===== src/rtl/injector_pkg.sv =====
// Shared types for the comparator burst injector.
// FSM state encoding and error-counter clear bit indices.
package injector_pkg;

  typedef enum logic [2:0] {
    IDLE,
    PULSE,
    DELAY,
    READOUT,
    NEXT,
    REARM
  } state_e;

  localparam int ERR_THR = 0;
  localparam int ERR_OFF = 1;
  localparam int ERR_CMP = 2;

endpackage


===== src/rtl/comparator_injector_burst_sat_counter.sv =====
// Saturating up-counter with synchronous clear.
// Clear has priority over increment; holds at all-ones.
module sat_counter #(
  parameter int W = 32
) (
  input  logic         clk,
  input  logic         rst_n,
  input  logic         clr_i,
  input  logic         inc_i,
  output logic [W-1:0] cnt_o
);

  logic [W-1:0] cnt_q, cnt_d;

  always_comb begin
    cnt_d = cnt_q;
    if (clr_i) begin
      cnt_d = '0;
    end else if (inc_i && (cnt_q != '1)) begin
      cnt_d = cnt_q + W'(1);
    end
  end

  always_ff @(posedge clk or negedge rst_n) begin
    if (!rst_n) cnt_q <= '0;
    else        cnt_q <= cnt_d;
  end

  assign cnt_o = cnt_q;

endmodule


===== src/rtl/comparator_injector_burst.sv =====
// Burst test-pulse injector with response classification.
// Define INJECTOR_LATENCY_EN to report readout latency.
module comparator_injector_burst #(
  parameter int NSTRIPS  = 32,
  parameter int CNT_W    = 4,
  parameter int BURST_W  = 8,
  parameter int TIMEOUT  = 20,
  parameter int TMO_W    = 8,
  parameter int ERRCNT_W = 32
) (
  input  logic                clock,
  input  logic                reset_n,
  input  logic [NSTRIPS-1:0]  halfstrips,
  input  logic [NSTRIPS-1:0]  halfstrips_expect,
  input  logic [NSTRIPS-1:0]  active_strip_mask,
  input  logic                compout,
  input  logic                compout_expect,
  input  logic                compin_inject,
  input  logic                fire_pulse,
  input  logic [BURST_W-1:0]  burst_len,
  input  logic [CNT_W-1:0]    pulse_width,
  input  logic [CNT_W-1:0]    bx_delay,
  input  logic [2:0]          errcnt_rst,
  output logic [NSTRIPS-1:0]  halfstrips_last,
  output logic                compout_last,
  output logic [ERRCNT_W-1:0] thresholds_errcnt,
  output logic [ERRCNT_W-1:0] offsets_errcnt,
  output logic [ERRCNT_W-1:0] compout_errcnt,
  output logic                pulse_en,
  output logic                compin,
  output logic                pulser_ready,
  output logic                burst_done,
  output logic [TMO_W-1:0]    latency
);
  import injector_pkg::*;

  state_e               state_q, state_d;
  logic [CNT_W-1:0]     cnt_q;
  logic [TMO_W-1:0]     rd_q;
  logic [BURST_W-1:0]   issued_q, total_q;
  logic [2:0]           err_q, err_d;
  logic                 done_q;
  logic [NSTRIPS-1:0]   hs_last_q;
  logic                 co_last_q;
  logic                 trigger, timeout;

  assign trigger = |halfstrips;
  assign timeout = (rd_q == TMO_W'(TIMEOUT - 1));

  always_ff @(posedge clock or negedge reset_n) begin
    if (!reset_n) state_q <= IDLE;
    else          state_q <= state_d;
  end

  always_comb begin
    state_d = state_q;
    unique case (state_q)
      IDLE:    if (fire_pulse) state_d = PULSE;
      PULSE:   if (cnt_q == pulse_width) state_d = DELAY;
      DELAY:   if (cnt_q == bx_delay) state_d = READOUT;
      READOUT: if (trigger || timeout) state_d = NEXT;
      NEXT:    state_d = (issued_q < total_q) ? PULSE : REARM;
      REARM:   if (!fire_pulse) state_d = IDLE;
      default: state_d = IDLE;
    endcase
  end

  always_comb begin
    pulse_en     = (state_q == PULSE);
    pulser_ready = (state_q == IDLE);
    compin       = pulse_en & compin_inject;
  end

  // a trigger on the last readout cycle is a response, not a timeout
  always_comb begin
    err_d = '0;
    if (state_q == READOUT) begin
      if (trigger) begin
        err_d[ERR_THR] = ~|(halfstrips & active_strip_mask);
        err_d[ERR_OFF] = (halfstrips != halfstrips_expect);
        err_d[ERR_CMP] = (compout != compout_expect);
      end else if (timeout) begin
        err_d = '1;
      end
    end
  end

  always_ff @(posedge clock or negedge reset_n) begin
    if (!reset_n) begin
      cnt_q     <= '0;
      rd_q      <= '0;
      issued_q  <= '0;
      total_q   <= '0;
      err_q     <= '0;
      done_q    <= 1'b0;
      hs_last_q <= '0;
      co_last_q <= 1'b0;
    end else begin
      cnt_q  <= (state_d == state_q) ? cnt_q + CNT_W'(1) : '0;
      rd_q   <= (state_q == READOUT && state_d == READOUT)
                ? rd_q + TMO_W'(1) : '0;
      if (state_q == IDLE && state_d == PULSE) begin
        issued_q <= BURST_W'(1);
        total_q  <= (burst_len == '0) ? BURST_W'(1) : burst_len;
      end else if (state_q == NEXT && state_d == PULSE) begin
        issued_q <= issued_q + BURST_W'(1);
      end
      err_q  <= err_d;
      done_q <= (state_q == NEXT) && (state_d == REARM);
      if (trigger) begin
        hs_last_q <= halfstrips;
        co_last_q <= compout;
      end
    end
  end

`ifdef INJECTOR_LATENCY_EN
  logic [TMO_W-1:0] lat_q;

  always_ff @(posedge clock or negedge reset_n) begin
    if (!reset_n) begin
      lat_q <= '0;
    end else if (state_q == READOUT) begin
      if (trigger)      lat_q <= rd_q;
      else if (timeout) lat_q <= '1;
    end
  end

  assign latency = lat_q;
`else
  assign latency = '0;
`endif

  sat_counter #(.W(ERRCNT_W)) u_thr (
    .clk   (clock),
    .rst_n (reset_n),
    .clr_i (errcnt_rst[ERR_THR]),
    .inc_i (err_q[ERR_THR]),
    .cnt_o (thresholds_errcnt)
  );

  sat_counter #(.W(ERRCNT_W)) u_off (
    .clk   (clock),
    .rst_n (reset_n),
    .clr_i (errcnt_rst[ERR_OFF]),
    .inc_i (err_q[ERR_OFF]),
    .cnt_o (offsets_errcnt)
  );

  sat_counter #(.W(ERRCNT_W)) u_cmp (
    .clk   (clock),
    .rst_n (reset_n),
    .clr_i (errcnt_rst[ERR_CMP]),
    .inc_i (err_q[ERR_CMP]),
    .cnt_o (compout_errcnt)
  );

  assign halfstrips_last = hs_last_q;
  assign compout_last    = co_last_q;
  assign burst_done      = done_q;

endmodule


===== config.mk =====
export PLATFORM = sky130hd
export DESIGN_NAME = comparator_injector_burst
export DESIGN_NICKNAME = d
export VERILOG_FILES = /design/src/rtl/injector_pkg.sv /design/src/rtl/comparator_injector_burst_sat_counter.sv /design/src/rtl/comparator_injector_burst.sv
export SDC_FILE = /design/constraint.sdc
export NUM_CORES = 1
export LEC_CHECK = 0
export BUFFER_PORTS_ARGS = -buffer_cell sky130_fd_sc_hd__buf_4
export CORE_ASPECT_RATIO = 1.5
export CORE_MARGIN = 3
export CORE_UTILIZATION = 45
export DETAILED_ROUTE_END_ITERATION = 10
export PLACE_DENSITY = 0.69
export RECOVER_POWER = 25
export SLEW_MARGIN = 10
export SYNTH_ARGS = -nofsm -noshare
export SYNTH_HDL_FRONTEND = slang
export SYNTH_HIERARCHICAL = 1
export SYNTH_SLANG_ARGS = --single-unit

===== constraint.sdc =====
create_clock -name clock -period 5.2 [get_ports clock]
set_clock_uncertainty 0.2 [all_clocks]
set_input_delay 0.26 -clock clock [delete_from_list [all_inputs] [get_ports clock]]
set_output_delay 0.26 -clock clock [all_outputs]
set_load 0.02 [all_outputs]

==> results of run 1 <==
power by group:
| group | leakage, nW | switching [W] | internal (W) | total (W) |
|---|---|---|---|---|
| combinational | 3.02 | 0.000341 | 0.000272 | 0.000613 |
| clock | 0.294 | 0.000506 | 0.000808 | 0.00131 |
| sequential | 2.19 | 0.0000890 | 0.00136 | 0.00145 |
| total | 5.50 | 0.000936 | 0.00244 | 0.00338 |
flip-flops by register name (all words and copies together) (netlist names):
signal	flops
burst_done	1
cnt_q	4
compout_last	1
err_q	3
halfstrips_last	32
issued_q	8
rd_q	8
state_q	3
total_q	8
u_cmp/cnt_o	32
u_off/cnt_o	32
u_thr/cnt_o	32
routing by layer:
metal | up-vias | track usage | wire, um
met3 | 61 | 0.0586 | 1620
met1 | 4075 | 0.274 | 10200
met4 | 0 | 0.117 | 1170
met5 | - | 0 | 0
met2 | 274 | 0.443 | 14200
li1 | 4000 | - | -
cell usage after synthesis, types with 24 or more instances:
library cell              number  area share
sky130_fd_sc_hd__dfrtp_1     164        0.45
sky130_fd_sc_hd__o21ai_0      24       0.013
sky130_fd_sc_hd__nor2_1      102       0.042
sky130_fd_sc_hd__nand4_1      24       0.016
sky130_fd_sc_hd__and3_1       29       0.020
sky130_fd_sc_hd__a21o_1       42       0.034
sky130_fd_sc_hd__nor4_1       31       0.021
sky130_fd_sc_hd__a21oi_1      41       0.022
sky130_fd_sc_hd__nand3_1      45       0.025
sky130_fd_sc_hd__xnor2_1      34       0.032
sky130_fd_sc_hd__inv_1        30       0.012
sky130_fd_sc_hd__xor2_1       55       0.053
sky130_fd_sc_hd__nand2_1      52       0.021
path summary, 6_finish.rpt:
| kind | to | cells past startpoint |
|---|---|---|
| hold reg to reg | halfstrips_last[8] | 1 |
| max in group asynchronous | u_cmp/cnt_o[26] | 3 |
| hold / removal | u_off/cnt_o[28] | 2 |
| min in group asynchronous | u_cmp/cnt_o[11] | 2 |
| setup / recovery | err_q[0] | 9 |
| setup reg to reg | issued_q[7] | 6 |
final cells by class:
cell class                      instances  area (um2)
Sequential cell                       164        4100
Tap cell                              260         325
Clock inverter                          7         119
Timing Repair Buffer                  302        2180
Clock buffer                           25         495
Inverter                               30         113
Multi-Input combinational cell        719        4790
Fill cell                            1793        7740
metrics by stage:
stage,area (um2),std cells
floorplan,9200,951
global placement,11300,1429
detailed placement,11300,1429
CTS,12300,1507
global route,12100,1507
finish,12100,1507
cell families (layout without fill, tap and decap cells):
group	count (synthesis)	count (layout)	share of synthesized area
adders and majority gates	13	13	0.0177
other	1	8	0.000409
and+or+nand+nor	401	401	0.244
buffers and inverters	68	364	0.0332
muxes	24	24	0.0300
xor gates and xnor gates	89	89	0.0850
DFF	164	164	0.448
AOI/OAI and AO/OA	184	184	0.142
what timing repair did:
action	CTS	global route
hold buffers	46	0
endpoints found under the setup margin	0	0
endpoints found under the hold margin	104	0
setup buffers	0	0
==> flow_metrics.env, run 1 <==
export IMPL_antenna_violations_before_repair=0
export IMPL_post_drt_via_cell_ratio=5.58
export IMPL_grt_total_usage=0.249
export IMPL_worst_path_max_fanout=38
export IMPL_cts_reportedPaths_clkPinSlew_ps=60
export IMPL_drt_pass1_iter_count=5
export IMPL_number_of_global_route_vias_before_repair=8630
export IMPL_hold_violations=0
export IMPL_timing_setup_tns_ps=0
export IMPL_cts_resized=0
export IMPL_hold_class="in -> reg"
export IMPL_buffers_inverters_on_critical_path=4
export IMPL_chip_width_um=123
export IMPL_synth_top_flop_cell="sky130_fd_sc_hd__dfrtp_1"
export IMPL_cp_required_ps=5300
export IMPL_count_of_antenna_violating_nets_left_after_detailed_routing=0
export IMPL_tightest_slew_ps=803
export IMPL_cts_max_level=4
export IMPL_antennaDiodeCount=0
export IMPL_fp_coreArea_um2=19900
export IMPL_cp_start_kind="input pin"
export IMPL_post_place_ws_ps=2270
export IMPL_ys_seq_area_frac=0.448
export IMPL_routedWlPerCell_um=18.0
export IMPL_layout_nets=1368
export IMPL_timing_critical_path_slowest_cell_delay_ps=590
export IMPL_register_bit_total_from_synthesis=164
export IMPL_synth_enable_flop_cells=0
export IMPL_timing_critical_path_max_delay_family="buffers and inverters"
export IMPL_grt_ovfl_total=0
export IMPL_slew_viol_final=0
export IMPL_timing_hold_ws_ps=55.0
export IMPL_placementRows=63
export IMPL_ir_drop_worst_case_vdd_mv=0.202
export IMPL_path_class="in -> reg"
export IMPL_synth_area_um2=9170
export IMPL_outcome="completed"
export IMPL_die_h_um=181
export IMPL_drv_max_cap_violation_count=0
export IMPL_clock_fmax_mhz=321
export IMPL_route_vias_total=8410
export IMPL_r2r_start="issued_q[1]"
export IMPL_setup_worst_path_end_class="flip-flop"
export IMPL_grt_first_pass_wirelength_mm=44.1
export IMPL_setup_violations_final=0
export IMPL_cp_cell_sequence="dlygate4sd3_1 -> buf_4 -> nor4_1 -> and4_1 -> and2_1 -> buf_4 -> a21o_1 -> nor4_1 -> dlygate4sd3_1"
export IMPL_p_per_cell_area_nw_per_um2=278
export IMPL_post_route_worst_setup_slack_ps=2090
export IMPL_clock_sinks=164
export IMPL_utilization=0.610
export IMPL_final_common_cell="sky130_fd_sc_hd__buf_4"
export IMPL_final_layout_size_suffix_gt1_frac=0.226
export IMPL_synth_distinct_cells=58
export IMPL_place_gp_congestion=0.873
export IMPL_critPathArrivalTime_ps=3210
export IMPL_clock_root_buffer="sky130_fd_sc_hd__clkbuf_16"
export IMPL_floorplan_initialDensity=0.462
export IMPL_post_route_period_util=0.598
export IMPL_cts_inserted_buffers=17
export IMPL_io_buffers=253
export IMPL_drt_drc_violations_left=0
export IMPL_timing_final_crit_period_ps=3110
export IMPL_crit_path_top_delay_cell="sky130_fd_sc_hd__dlygate4sd3_1"
export IMPL_highest_count_cells_in_the_layout_ignoring_fill_and_taps="sky130_fd_sc_hd__buf_4 (201), sky130_fd_sc_hd__dfrtp_1 (164), sky130_fd_sc_hd__nor2_1 (102)"
export IMPL_r2r_setup_slack_ps=2170
export IMPL_syn_area_per_cell_um2=9.71
export IMPL_fp_dieArea_um2=22200
export IMPL_hold_start="errcnt_rst[1]"
export IMPL_clockBufferDepth=2
export IMPL_power_w=0.00338
export IMPL_io_pins=262
export IMPL_post_dp_hpwl_mm=20.0
export IMPL_synthCells=944
export IMPL_routed_wirelength_mm=27.2
export IMPL_area_growth_synth_to_final_pct=32.3
export IMPL_rsz0062_at_grt="no"
export IMPL_slew_headroom=0.460
export IMPL_grt_max_degree=64
export IMPL_timing_critical_path_from="halfstrips[0]"
export IMPL_tritoncts="done"
export IMPL_synth_warning_count=6
export IMPL_insertion_delay_ps=430
export IMPL_static_leakage_power_nw=5.50
export IMPL_drt_iter0_drc=376
export IMPL_asyncSetResetFlopFracSynth=1.00
(Power assumes the default switching activity.)
==> run 2: changes to the inputs <==
clock period = 2.9 ns   (was 5.2 ns; I/O delays follow)
==> flow_metrics.env, run 2 (synthesis gave the netlist of run 1 again) <==
export IMPL_outcome="finished, violations left"
export IMPL_failed_checks="max-capacitance violations, max-slew violations"
export IMPL_antennaDiodeCount=0
export IMPL_clock_root_buffer="sky130_fd_sc_hd__clkbuf_16"
export IMPL_cts_reportedPaths_clkPinSlew_ps=70
export IMPL_final_layout_size_suffix_gt1_frac=0.281
export IMPL_post_dp_hpwl_mm=20.3
export IMPL_power_w=0.00608
export IMPL_path_class="reg -> reg"
export IMPL_area_growth_synth_to_final_pct=36.6
export IMPL_timing_critical_path_from="issued_q[1]"
export IMPL_cell_internal_pwr_w=0.00429
export IMPL_cp_cell_sequence="ha_1 -> a2111oi_2 -> o32ai_1 -> a2111o_1 -> or4_1 -> a21oi_1"
export IMPL_rsz0062_at_grt="no"
export IMPL_grt_total_usage=0.247
export IMPL_final_common_cell="sky130_fd_sc_hd__buf_4"
export IMPL_cp_required_ps=3050
export IMPL_fp_coreArea_um2=19900
export IMPL_setup_worst_path_end_class="flip-flop"
export IMPL_clockBufferDepth=2
export IMPL_chip_width_um=123
export IMPL_cts_max_level=4
export IMPL_grt_ovfl_total=0
export IMPL_io_buffers=253
export IMPL_floorplan_initialDensity=0.462
export IMPL_r2r_start="issued_q[1]"
export IMPL_layout_nets=1393
export IMPL_crit_path_top_delay_cell="sky130_fd_sc_hd__or4_1"
export IMPL_drt_pass1_iter_count=5
export IMPL_routed_wirelength_mm=27.3
export IMPL_timing_critical_path_max_delay_family="compound AO/OA/AOI/OAI gates"
export IMPL_post_dp_cell_area_um2=11400
export IMPL_fp_dieArea_um2=22200
export IMPL_die_h_um=181
export IMPL_routedWlPerCell_um=17.8
export IMPL_tritoncts="done"
export IMPL_critPathArrivalTime_ps=2890
export IMPL_antenna_violations_before_repair=0
export IMPL_slew_headroom=-0.0553
export IMPL_slew_viol_final=62
export IMPL_post_route_worst_setup_slack_ps=154
export IMPL_timing_critical_path_slowest_cell_delay_ps=520
export IMPL_cts_setup_buffers=0
export IMPL_worst_path_max_fanout=6
export IMPL_drt_iter0_drc=384
export IMPL_placementRows=63
export IMPL_net_sw_frac=0.294
export IMPL_hold_class="in -> reg"
export IMPL_final_design_area_no_fill_um2=12500
export IMPL_final_fill_count=1711
export IMPL_drt_drc_violations_left=0
export IMPL_place_detailed_instances=1445
export IMPL_cp_start_kind="flip-flop"
export IMPL_post_drt_via_cell_ratio=5.57
export IMPL_static_leakage_power_nw=5.82
export IMPL_grt_max_degree=62
export IMPL_buffers_inverters_on_critical_path=0
export IMPL_setup_violations_final=0
export IMPL_clock_fmax_mhz=364
export IMPL_post_place_ws_ps=88.5
export IMPL_cts_inserted_buffers=17
export IMPL_timing_final_crit_period_ps=2750
export IMPL_power_sequential_fraction=0.423
export IMPL_grt_first_pass_wirelength_mm=43.8
export IMPL_netSwitchingPower_w=0.00178
export IMPL_ir_drop_worst_case_vdd_mv=0.395
export IMPL_number_of_global_route_vias_before_repair=8765
export IMPL_p_per_cell_area_nw_per_um2=485
export IMPL_clock_sinks=164
export IMPL_hold_start="active_strip_mask[26]"
export IMPL_tightest_slew_ps=1580
export IMPL_hold_violations=0
export IMPL_fin_cells=1532
export IMPL_post_route_period_util=0.947
export IMPL_place_gp_congestion=0.818
export IMPL_clockPowerShare=0.380
export IMPL_timing_setup_tns_ps=0
export IMPL_highest_count_cells_in_the_layout_ignoring_fill_and_taps="sky130_fd_sc_hd__buf_4 (269), sky130_fd_sc_hd__dfrtp_1 (164), sky130_fd_sc_hd__nor2_1 (102)"
export IMPL_io_pins=262
export IMPL_count_of_antenna_violating_nets_left_after_detailed_routing=0
export IMPL_route_vias_total=8533
export IMPL_drv_max_cap_violation_count=1
export IMPL_combPwrFrac=0.197
export IMPL_insertion_delay_ps=430
## run 2: cell count changes in the layout (fill, tap and decap cells not counted), moves of 2 or more
cell and delta:
sky130_fd_sc_hd__clkbuf_8 -4, sky130_fd_sc_hd__clkinv_4 +2, sky130_fd_sc_hd__buf_4 +68, sky130_fd_sc_hd__clkbuf_1 -57, sky130_fd_sc_hd__dlygate4sd3_1 +9, sky130_fd_sc_hd__inv_8 +2
sky130_fd_sc_hd__inv_6 +5, sky130_fd_sc_hd__clkbuf_2 +2
## run 2: cell type report
cell class                 instances  area (um2)  share of cell area
sequential                       164        4100               0.328
tap                              260         325              0.0260
clock buffer                      18         429              0.0343
timing repair buffer             327        2590               0.207
clock inverter                    14         165              0.0132
multi-input combinational        719        4800               0.384
inverter                          30         113             0.00899
## run 2: routing by layer
metal,vias to the layer above,track usage,part of all wire
li1,4056,-,-
met1,4180,0.274,0.38
met2,253,0.460,0.55
met3,44,0.0529,0.053
met4,0,0.0807,0.024
met5,-,0,0
## run 2: power by group through the flow
stage          logic, W  registers, W  clock network (W)
2_1_floorplan  0.000621       0.00261                  0
3_3_place_gp    0.00110       0.00261                  0
3_5_place_dp    0.00111       0.00262                  0
4_1_cts         0.00119       0.00257            0.00236
5_1_grt         0.00133       0.00260            0.00244
6_report        0.00120       0.00257            0.00231
## run 2: tightest hold or removal path, cell delays in order
cell and delay [ps]:
sky130_fd_sc_hd__buf_4 80, sky130_fd_sc_hd__a22oi_1 70, sky130_fd_sc_hd__nand4_1 130, sky130_fd_sc_hd__nor4_2 60, sky130_fd_sc_hd__buf_4 130
## run 2: stage by stage
| stage | hold WS (ps) | utilization |
|---|---|---|
| after global placement | -29.9 | 0.573 |
| after detailed placement | -29.8 | 0.573 |
| final | 43.7 | 0.631 |
| after CTS | 13.1 | 0.631 |
| after global routing | 51.5 | 0.631 |
| after floorplan | -351 | - |
## run 2: final timing paths
check	endpoint	slack, ps	depth (start not counted)
worst max-delay path	issued_q[7]	150	6
worst min-delay path	err_q[0]	40	5
worst max register to register	issued_q[7]	150	6
worst min register to register	halfstrips_last[10]	280	1
max in group asynchronous	halfstrips_last[18]	550	3
min in group asynchronous	u_cmp/cnt_o[19]	440	2
## run 2: what timing repair did
item | CTS | global route
hold endpoints to repair | 218 | 0
endpoints found under the setup margin | 0 | 4
hold buffers | 55 | 0
resized for setup | 0 | 3
==> run 3: changes to the inputs <==
CORE_MARGIN = default   (was 3)
==> flow_metrics.env, run 3 (synthesis gave the netlist of run 1 again) <==
export IMPL_final_fill_count=1735
export IMPL_drt_drc_violations_left=0
export IMPL_final_layout_size_suffix_gt1_frac=0.277
export IMPL_cts_max_level=4
export IMPL_fp_dieArea_um2=21000
export IMPL_path_class="reg -> reg"
export IMPL_io_buffers=253
export IMPL_outcome="completed"
export IMPL_setup_violations_final=0
export IMPL_highest_count_cells_in_the_layout_ignoring_fill_and_taps="sky130_fd_sc_hd__buf_4 (265), sky130_fd_sc_hd__dfrtp_1 (164), sky130_fd_sc_hd__nor2_1 (102)"
export IMPL_grt_total_usage=0.260
export IMPL_area_used_by_multi_input_combinational_logic_um2=4790
export IMPL_cell_internal_pwr_w=0.00447
export IMPL_grt_first_pass_wirelength_mm=43.3
export IMPL_ir_drop_worst_case_vdd_mv=0.391
export IMPL_antenna_violations_before_repair=0
export IMPL_timing_setup_tns_ps=0
export IMPL_hold_start="active_strip_mask[30]"
export IMPL_tightest_slew_ps=1390
export IMPL_insertion_delay_ps=420
export IMPL_rsz0062_at_grt="no"
export IMPL_clock_sinks=164
export IMPL_grt_ovfl_total=0
export IMPL_drt_pass1_iter_count=4
export IMPL_tritoncts="done"
export IMPL_grt_max_degree=55
export IMPL_post_place_ws_ps=34.1
export IMPL_slew_headroom=0.0735
export IMPL_antennaDiodeCount=0
export IMPL_die_h_um=177
export IMPL_layout_nets=1391
export IMPL_timing_critical_path_from="issued_q[1]"
export IMPL_combPwrFrac=0.190
export IMPL_r2r_start="issued_q[1]"
export IMPL_cts_reportedPaths_clkPinSlew_ps=60
export IMPL_static_leakage_power_nw=5.82
export IMPL_clock_root_buffer="sky130_fd_sc_hd__clkbuf_16"
export IMPL_floorplan_initialDensity=0.462
export IMPL_net_sw_frac=0.278
export IMPL_slew_viol_final=0
export IMPL_hold_class="in -> reg"
export IMPL_final_common_cell="sky130_fd_sc_hd__buf_4"
export IMPL_number_of_global_route_vias_before_repair=8661
export IMPL_post_route_worst_setup_slack_ps=142
export IMPL_io_pins=262
export IMPL_placementRows=63
export IMPL_drt_iter0_drc=303
export IMPL_post_route_period_util=0.951
export IMPL_worst_path_max_fanout=6
export IMPL_clockBufferDepth=2
export IMPL_routedWlPerCell_um=17.4
export IMPL_drv_max_cap_violation_count=0
export IMPL_place_gp_congestion=0.871
export IMPL_clockPowerShare=0.392
export IMPL_post_dp_cell_area_um2=11400
export IMPL_cp_required_ps=3040
export IMPL_area_growth_synth_to_final_pct=36.7
export IMPL_power_sequential_fraction=0.418
export IMPL_post_drt_via_cell_ratio=5.56
export IMPL_critPathArrivalTime_ps=2900
export IMPL_setup_worst_path_end_class="flip-flop"
export IMPL_post_dp_hpwl_mm=19.6
export IMPL_cts_inserted_buffers=17
export IMPL_layout_area_seq_um2=4100
export IMPL_count_of_antenna_violating_nets_left_after_detailed_routing=0
export IMPL_routed_wirelength_mm=26.7
export IMPL_final_design_area_no_fill_um2=12500
export IMPL_chip_width_um=119
export IMPL_hold_violations=0
export IMPL_fp_coreArea_um2=19900
export IMPL_timing_final_crit_period_ps=2760
export IMPL_p_per_cell_area_nw_per_um2=494
export IMPL_clock_fmax_mhz=363
export IMPL_cp_start_kind="flip-flop"
export IMPL_route_vias_total=8503
export IMPL_netSwitchingPower_w=0.00172
run 3: cell type report:
cell class,instances,share of cell area
repair buffers,325,0.205
inverters,30,0.00898
flip-flops and latches,164,0.327
clock inverters,13,0.0145
well taps,260,0.0259
clock buffers,19,0.0361
multi-input cells,719,0.382
run 3: metal layers:
layer | global-route usage | part of all wire | wire [um] | vias to the layer above
li1 | - | - | - | 4039
met1 | 0.285 | 0.39 | 10300 | 4141
met2 | 0.485 | 0.54 | 14300 | 263
met3 | 0.0470 | 0.045 | 1190 | 60
met4 | 0.115 | 0.032 | 844 | 0
met5 | 0 | 0 | 0 | -
run 3: power by group through the flow:
| stage | Sequential, W | Clock [W] | Combinational (W) |
|---|---|---|---|
| after global routing | 0.00261 | 0.00257 | 0.00130 |
| after detailed placement | 0.00263 | 0 | 0.00109 |
| final | 0.00259 | 0.00243 | 0.00118 |
| after floorplan | 0.00261 | 0 | 0.000621 |
| after CTS | 0.00259 | 0.00247 | 0.00117 |
| after global placement | 0.00262 | 0 | 0.00107 |
run 3: worst paths after layout:
path | endpoint | cells after the start | slack, ps
worst max-delay path | issued_q[7] | 6 | 140
worst min-delay path | err_q[0] | 5 | 60
worst max register to register | issued_q[7] | 6 | 140
worst min register to register | halfstrips_last[13] | 1 | 280
max in group asynchronous | u_thr/cnt_o[10] | 3 | 580
min in group asynchronous | u_cmp/cnt_o[17] | 2 | 360
run 3: critical path, cell delays in order (launching register included):
cell	delay (ps)
sky130_fd_sc_hd__dfrtp_1	420
sky130_fd_sc_hd__ha_1	330
sky130_fd_sc_hd__a2111oi_2	390
sky130_fd_sc_hd__o32ai_1	180
sky130_fd_sc_hd__a2111o_1	490
sky130_fd_sc_hd__or4_1	530
sky130_fd_sc_hd__a21oi_1	150
run 3: repair_timing:
| action | in CTS | in global routing |
|---|---|---|
| endpoints found under the hold margin | 249 | 0 |
| resized for setup | 0 | 1 |
| setup buffers | 0 | 0 |
| setup endpoints to repair | 0 | 3 |
| hold buffers | 56 | 0 |
run 3: stage by stage:
step / total power (W) / hold WS, ps / util / instances
detailed placement: 0.00372 / -71.6 / 0.572 / 1442
CTS: 0.00623 / 21.3 / 0.632 / 1530
floorplan: 0.00323 / -351 / - / 951
global placement: 0.00369 / -70.1 / 0.572 / 1442
global route: 0.00648 / 21.0 / 0.631 / 1530
finish: 0.00619 / 60.4 / 0.631 / 1530
